--- config.mk ---
export PLATFORM = sky130hd
export DESIGN_NAME = boot_image_select
export DESIGN_NICKNAME = d
export VERILOG_FILES = /design/src/rtl/boot_pkg.sv /design/src/rtl/boot_debounce.sv /design/src/rtl/boot_image_select.sv
export SDC_FILE = /design/constraint.sdc
export NUM_CORES = 1
export LEC_CHECK = 0
export BUFFER_PORTS_ARGS = -buffer_cell sky130_fd_sc_hd__buf_4
export CORE_MARGIN = 10
export CORE_UTILIZATION = 65
export DETAILED_ROUTE_END_ITERATION = 8
export PLACE_DENSITY = 0.85
export SLEW_MARGIN = 20
export SYNTH_ARGS = -nofsm -noshare
export SYNTH_HDL_FRONTEND = slang
export SYNTH_SLANG_ARGS = --single-unit
--- constraint.sdc ---
create_clock -name clock -period 6.5 [get_ports clock]
set_input_delay 1.3 -clock clock [delete_from_list [all_inputs] [get_ports clock]]
set_output_delay 1.3 -clock clock [all_outputs]
set_load 0.02 [all_outputs]
--- src/rtl/boot_pkg.sv ---
// Shared definitions for the boot image selector: FSM encoding, default flash
// layout and the image address helper.
package boot_pkg;

  localparam logic [23:0] DEFAULT_IMAGE_STRIDE = 24'h054000;

  typedef enum logic [2:0] {
    ST_SETTLE,
    ST_DECIDE,
    ST_HOLD,
    ST_REQUEST,
    ST_DONE
  } boot_state_t;

  // (sel + 1) * stride written as shifts and adds so no multiplier is inferred.
  function automatic logic [23:0] image_addr(input logic [1:0] sel, input logic [23:0] stride);
    logic [23:0] addr;
    case (sel)
      2'd0:    addr = stride;
      2'd1:    addr = stride << 1;
      2'd2:    addr = (stride << 1) + stride;
      default: addr = stride << 2;
    endcase
    return addr;
  endfunction

endpackage

--- src/rtl/boot_debounce.sv ---
// Two-flop synchronizer followed by a hold-steady debouncer for one raw
// asynchronous input.
module boot_debounce #(
  parameter logic [15:0] DEBOUNCE_CYCLES = 16'd50000
) (
  input  logic clock,
  input  logic reset_n,
  input  logic raw,
  output logic clean
);

  logic        sync_q1;
  logic        sync_q2;
  logic [15:0] count;

  always_ff @(posedge clock or negedge reset_n) begin
    if (!reset_n) begin
      sync_q1 <= 1'b0;
      sync_q2 <= 1'b0;
    end else begin
      sync_q1 <= raw;
      sync_q2 <= sync_q1;
    end
  end

  // Any cycle where the synchronized input agrees with the output restarts the count.
  always_ff @(posedge clock or negedge reset_n) begin
    if (!reset_n) begin
      count <= 16'd0;
      clean <= 1'b0;
    end else if (sync_q2 != clean) begin
      if (count == DEBOUNCE_CYCLES - 16'd1) begin
        clean <= sync_q2;
        count <= 16'd0;
      end else begin
        count <= count + 16'd1;
      end
    end else begin
      count <= 16'd0;
    end
  end

endmodule

--- src/rtl/boot_image_select.sv ---
// Chooses a flash boot image from debounced DIP switches and hands a reboot
// request to the ICAP sequencer, with manual reboot and ack timeout handling.
module boot_image_select
  import boot_pkg::*;
#(
  parameter logic [15:0] DEBOUNCE_CYCLES = 16'd50000,
  parameter logic [19:0] SETTLE_CYCLES   = 20'd800000,
  parameter logic [23:0] IMAGE_STRIDE    = DEFAULT_IMAGE_STRIDE,
  parameter logic [15:0] ACK_TIMEOUT     = 16'd1024
) (
  input  logic        clock,
  input  logic        reset_n,
  input  logic [3:0]  dip,
  input  logic        boot_key,
  output logic        req,
  input  logic        ack,
  output logic [23:0] boot_addr,
  output logic        err,
  output logic        led
);

  logic [3:0]  dip_deb;
  logic        key_deb;
  logic        key_prev;
  logic        manual;
  logic        manual_next;
  logic        dip2_unused;
  boot_state_t state;
  boot_state_t state_next;
  logic [19:0] count;
  logic [19:0] count_next;
  logic [23:0] addr_next;
  logic        err_next;

  for (genvar i = 0; i < 4; i++) begin : g_dip
    boot_debounce #(.DEBOUNCE_CYCLES(DEBOUNCE_CYCLES)) u_dip_deb (
      .clock   (clock),
      .reset_n (reset_n),
      .raw     (dip[i]),
      .clean   (dip_deb[i])
    );
  end

  boot_debounce #(.DEBOUNCE_CYCLES(DEBOUNCE_CYCLES)) u_key_deb (
    .clock   (clock),
    .reset_n (reset_n),
    .raw     (boot_key),
    .clean   (key_deb)
  );

  // dip[2] is debounced like its neighbours but carries no function yet.
  assign dip2_unused = dip_deb[2];

  always_ff @(posedge clock or negedge reset_n) begin
    if (!reset_n) begin
      state     <= ST_SETTLE;
      count     <= 20'd0;
      boot_addr <= 24'h000000;
      err       <= 1'b0;
      key_prev  <= 1'b0;
      manual    <= 1'b0;
    end else begin
      state     <= state_next;
      count     <= count_next;
      boot_addr <= addr_next;
      err       <= err_next;
      key_prev  <= key_deb;
      manual    <= manual_next;
    end
  end

  // One counter serves both the settle delay and the ack timeout; it is
  // cleared on every state change so each phase starts from zero.
  always_comb begin
    state_next  = state;
    count_next  = count;
    addr_next   = boot_addr;
    err_next    = err;
    manual_next = manual;
    case (state)
      ST_SETTLE: begin
        if (count == SETTLE_CYCLES) begin
          state_next = ST_DECIDE;
          count_next = 20'd0;
        end else begin
          count_next = count + 20'd1;
        end
      end
      ST_DECIDE: begin
        addr_next  = image_addr(dip_deb[1:0], IMAGE_STRIDE);
        count_next = 20'd0;
        state_next = (manual || !dip_deb[3]) ? ST_REQUEST : ST_HOLD;
      end
      ST_HOLD: begin
        if (key_deb && !key_prev) begin
          state_next  = ST_DECIDE;
          manual_next = 1'b1;
        end
      end
      ST_REQUEST: begin
        if (ack) begin
          state_next = ST_DONE;
          count_next = 20'd0;
        end else if (count == {4'd0, ACK_TIMEOUT} - 20'd1) begin
          state_next = ST_HOLD;
          err_next   = 1'b1;
          count_next = 20'd0;
        end else begin
          count_next = count + 20'd1;
        end
      end
      ST_DONE: begin
        state_next = ST_DONE;
      end
      default: begin
        state_next = ST_SETTLE;
        count_next = 20'd0;
      end
    endcase
  end

  // Decoded straight from the state register so reset drops req at once.
  assign req = (state == ST_REQUEST);
  assign led = (state == ST_HOLD);

endmodule

; Yosys cells after proc, flatten, opt, wreduce, memory -nomap -nowiden
; Cells that the tools add are included.
; W data, S select, Z words.
[totals]
regBits = 126
out_inout_bits = 27
[op_classes]
addsub = 5
eq_ne = 19
muxes = 19
bitwise_logic = 1
reduce_logical = 14
[ops]
columns = cell, count
row1 = $mux W16, 8
row2 = $add A16 B1 Y16 const B, 4
row3 = $eq A16 B16 Y1 const B, 4
row4 = $pmux W21 S3, 1
row5 = $mux W20, 3
row6 = $pmux W20 S3, 1
row7 = $add A20 B1 Y20 const B, 1
row8 = $eq A20 B10 Y1 const B, 1
row9 = $eq A20 B20 Y1 const B, 1
row10 = $pmux W3 S5, 1
row11 = $mux W3, 4
row12 = $reduce_and A2 Y1, 5
row13 = $eq A3 B2 Y1 const B, 2
row14 = $reduce_and A3 Y1, 2
row15 = $ne A1 B1 Y1, 4
row16 = $eq A3 B1 Y1 const B, 1
row17 = $eq A3 B3 Y1 const B, 1
row18 = $logic_not A3 Y1, 1
row19 = $ne A3 B1 Y1 const B, 1
row20 = $eq A2 B1 Y1 const B, 1
row21 = $eq A2 B2 Y1 const B, 1
row22 = $logic_not A1 Y1, 2
row23 = $logic_not A2 Y1, 1
row24 = $ne A2 B1 Y1 const B, 1
row25 = other kinds (6), 6

; Depth between registers and ports, before layout
[depth]
ltp_word = 4
depth_mapped = 7
ltp_nobuf = 6

; Modules after synthesis
; From an unflattened synthesis, not the netlist that was laid out.
[unflattened]
cells_unflattened = 541
area_unflattened_um2 = 5698.0
[by_module_without_submodules]
columns = module, n_inst, cells_per_inst, area_per_inst_um2, seq_area_each_um2
row1 = boot_debounce, 4, 83, 937.1, 475.5
row2 = boot_image_select, 1, 209, 1949.4, 750.7

; Least setup slack after synthesis
; Ideal clock, no wire load.
[synth_path]
path_kind = register -> output
startpoint = reg state[2]
endpoint = out led
arrival_time_ps = 907
required_ps = 5200
setup_slack_ps = 4293
path_stages_with_launch = 3
path_buffers = 0
cell_sequence = dfrtp_1 nand2b_1 nor2_1
[synth_via]
elab_chain_cells = 1
[synth_lines]
columns = element, line_no
row1 = "start, declared", boot_image_select.sv:28  ; boot_state_t state;
row2 = "start signal, assigned", boot_image_select.sv:63  ; state <= state_next;
row3 = $eq A3 B2 Y1, boot_image_select.sv:124  ; assign led = (state == ST_HOLD);
row4 = "end, declared", boot_image_select.sv:19  ; output logic led
; Every way passes these cells.

; Worst setup path in the final report
[layout_path]
startpoint = reg count[0]
endpoint = reg count[16]
[layout_via]
elab_chain_cells = 4
[layout_lines]
columns = element, line_no
row1 = "start, declared", boot_image_select.sv:30  ; logic [19:0] count;
row2 = "start signal, assigned", boot_image_select.sv:64  ; count <= count_next;
row3 = $add A20 B1 Y20 / $eq A20 B10 Y1 (equally long branches), "boot_image_select.sv:86, boot_image_select.sv:109, boot_image_select.sv:104"
row4 = $mux W20, boot_image_select.sv:104  ; end else if (count == {4'd0, ACK_TIMEOUT} - 20'd1) begin
row5 = $mux W20, boot_image_select.sv:101  ; if (ack) begin
row6 = $pmux W20 S3 (*), boot_image_select.sv:80  ; case (state)
; Every way passes the cells marked *; elsewhere a longest branch is shown, timed or not.
; A chain may end at the register's enable or synchronous reset.

==> results.toml <==
[clock_network]
cts_resized = 0
cts_buffers = 9
cts_root_buf = "clkbuf_8"
cts_sinks = 106
h-tree-depth = 3
clk_latency_ns = 0.37
cts.clk_slew.worst_paths_ns = 0.11
post-cts-setup-buffers = 0
cts_tree = "yes"
cts_max_path_buffers = 2
hold_buffers = 0

[timing]
worstMarginPinSlew_ns = 1.03
rsz0062_at_grt = "no"
skew_ns = 0.0138
fin_crit_sh_pct = 41.7
fin_crit_ns = 2.71
fmax_ghz = 0.369
fin_ws_ns = 3.79
slew_viol_final = 0
setup_violations = 0
slew_headroom_pct = 31.5
finalSetupTns_ns = 0
final_hold_viol_count = 0

[drt]
wl_per_cell_um = 14.2
ant_nets = 0
via_count = 3840
dr.first_iter.drc_count = 214
viasPerCell = 5.66
routed_wl_um = 9610
dr.pass1.iters = 5
route.detailed.drc = 0

[synth]
synth-seq-cells = 106
synthCells = 561
synth.distinct_cells = 46
synth_warnings = 0
synth_top_family_by_area = "simple AND/OR/NAND/NOR gates"
ys_top_cells_by_count = "106 x dfrtp_1, 83 x nor2_1, 59 x nand2_1"
synth-edff-count = 0
async_reset_ff_share_pct = 100
yosysMostFrequentCell = "dfrtp_1"
synth_fa_ha_area_share_pct = 2.34
synth-main-ff-cell = "dfrtp_1"
yosys.area_share.simple_pct = 24.6
synth_compound_area_share_pct = 6.61
synth_xor_area_share_pct = 10.0
synth_top_area_share_pct = 49.7
yosys-top-cells-area = "dfrtp_1 50%, nor2_1 5.8%, xnor2_1 5.7%"
yosysTopAreaCell = "dfrtp_1"
ys_seq_area_share_pct = 49.7
synth.area.mux_share_pct = 1.27
avgSynthCellArea_um2 = 9.51
synth_area_um2 = 5340

[floorplan]
ioPinCount = 35
start_util_pct = 68.0
num_rows = 32
core_um2 = 7850
die_w_um = 111
dieArea_um2 = 12200
die_y_um = 111

[critical_path]
path_cells = "ha_1, nand3_2, or3_4, o41a_1, o21ai_0, a22oi_1"
r2r_end = "count[16]"
worstReg2RegStart = "count[0]"
endpoint_kind = "flop"
r2r_cells = 6
crit_required_ns = 6.75
cp_max_fo = 21
critPathMaxStageDelay_ns = 0.77
arrival_ns = 2.96
cp_num_buf_inv = 0
reg2reg_slack_ns = 3.79
cp_slowest_cell = "o41a_1"
worstSetupPathType = "flop to flop"
path_depth = 6
start_kind = "flop"
path_delay_family = "compound AO/OA/AOI/OAI gates"

[layout]
drive_above_1_share_pct = 8.16
fin_nets = 589
syn2layout_area_growth_pct = 5.93
n_antenna_cell = 0

[grt]
grt.overflow.total = 0
grt_pass1_vias = 3745
grt_pass1_wl_um = 16900
grt_max_degree = 66
antenna_found_initial = 0
grt_usage_pct = 15.9

[job]
max_cap_viol_count = 0

[pwr]
intPower_uw = 878
seqPwrFrac_pct = 59.3
switching_share_pct = 22.8
leakage_uw = 0.00257
vdd_drop_max_mv = 0.119
comb_power_share_pct = 3.6
power_density_nw_per_um2 = 201
pwr-share-clk_pct = 37.1
switching_power_uw = 260

[status]
status = "finished, final reports clean"

[worst_hold_path]
min_to = "u_key_deb.sync_q2"
hold_class = "flop to flop"
holdPathStages = 0
min-delay-start = "u_key_deb.sync_q1"

[placement]
pre_cts_ws_ns = 3.43
gp_congestion = 0.833
port_buffers = 16
dp_hpwl_um = 6530
==> worst max-delay path by stage <==
stage              from        end  slack, ns
5_1_grt        count[0]  count[16]       3.64
3_3_place_gp        ack  count[18]       3.46
6_report       count[0]  count[16]       3.79
2_1_floorplan  state[2]        led       4.29
3_5_place_dp        ack  count[18]       3.43
4_1_cts        count[0]  count[16]       3.79
==> logic make-up after synthesis <==
group	count (synthesis)
xor gates and xnor gates	61
adders and majority gates	10
DFF	106
buffers and inverters	54
AOI/OAI and AO/OA	52
and+or+nand+nor	271
other	1
muxes	6
==> per-stage QoR <==
stage	hold slack [ns]	power, µW	util, %	cell area [µm²]	cells
after floorplan	0.331	716	-	5400	577
after detailed placement	0.345	729	69.3	5440	662
after global routing	0.383	1180	72.0	5650	678
final	0.366	1140	72.0	5650	678
after global placement	0.337	727	69.3	5440	662
after CTS	0.368	1150	72.0	5650	678
==> placed cells by master, fill, tap and decap left out, types with 8 or more instances in the layout <==
cell type and instances:
nand4_1 12, nor2_1 83, xor2_1 26, o22ai_1 9
nand2_1 59, clkbuf_8 11, nor3_1 29, buf_4 18
o21ai_0 8, inv_1 19, xnor2_1 35, dfrtp_1 106
conb_1 17, nor4_1 8, ha_1 10, and3_1 18
nand3_1 34
==> power groups by stage <==
stage / registers [µW] / clock network [µW] / logic (µW)
after floorplan: 686 / 0 / 30.1
after global placement: 687 / 0 / 40.1
after detailed placement: 688 / 0 / 41.1
after CTS: 675 / 435 / 41.3
after global routing: 676 / 459 / 46.9
final: 675 / 422 / 40.6
==> metal layers <==
layer | share of wire, % | global-route usage [%] | up-vias | wire [µm]
met5 | 0 | 0 | - | 0
met4 | 0.97 | 4.49 | 0 | 93
met3 | 4.9 | 5.02 | 11 | 471
met2 | 48 | 25.5 | 74 | 4630
met1 | 46 | 20.1 | 1861 | 4420
li1 | - | - | 1894 | -
==> state kept, by name (all words and copies together) (netlist names) <==
name and cells:
key_prev 1, err 1, u_key_deb.sync_q1 1, g_dip.u_dip_deb.count 48
manual 1, count 20, u_key_deb.count 16, boot_addr 4
state 3, u_key_deb.clean 1, g_dip.u_dip_deb.sync_q1 3, u_key_deb.sync_q2 1
g_dip.u_dip_deb.sync_q2 3, g_dip.u_dip_deb.clean 3
==> final cells by class <==
class	instances	area (µm²)
sequential	106	2650
multi-input combinational	417	2450
fill	593	2190
clock buffer	11	151
timing repair buffer	18	135
tap	102	128
inverter	19	71.3
clock inverter	5	60.1
Power figures use the tool's default switching activity.
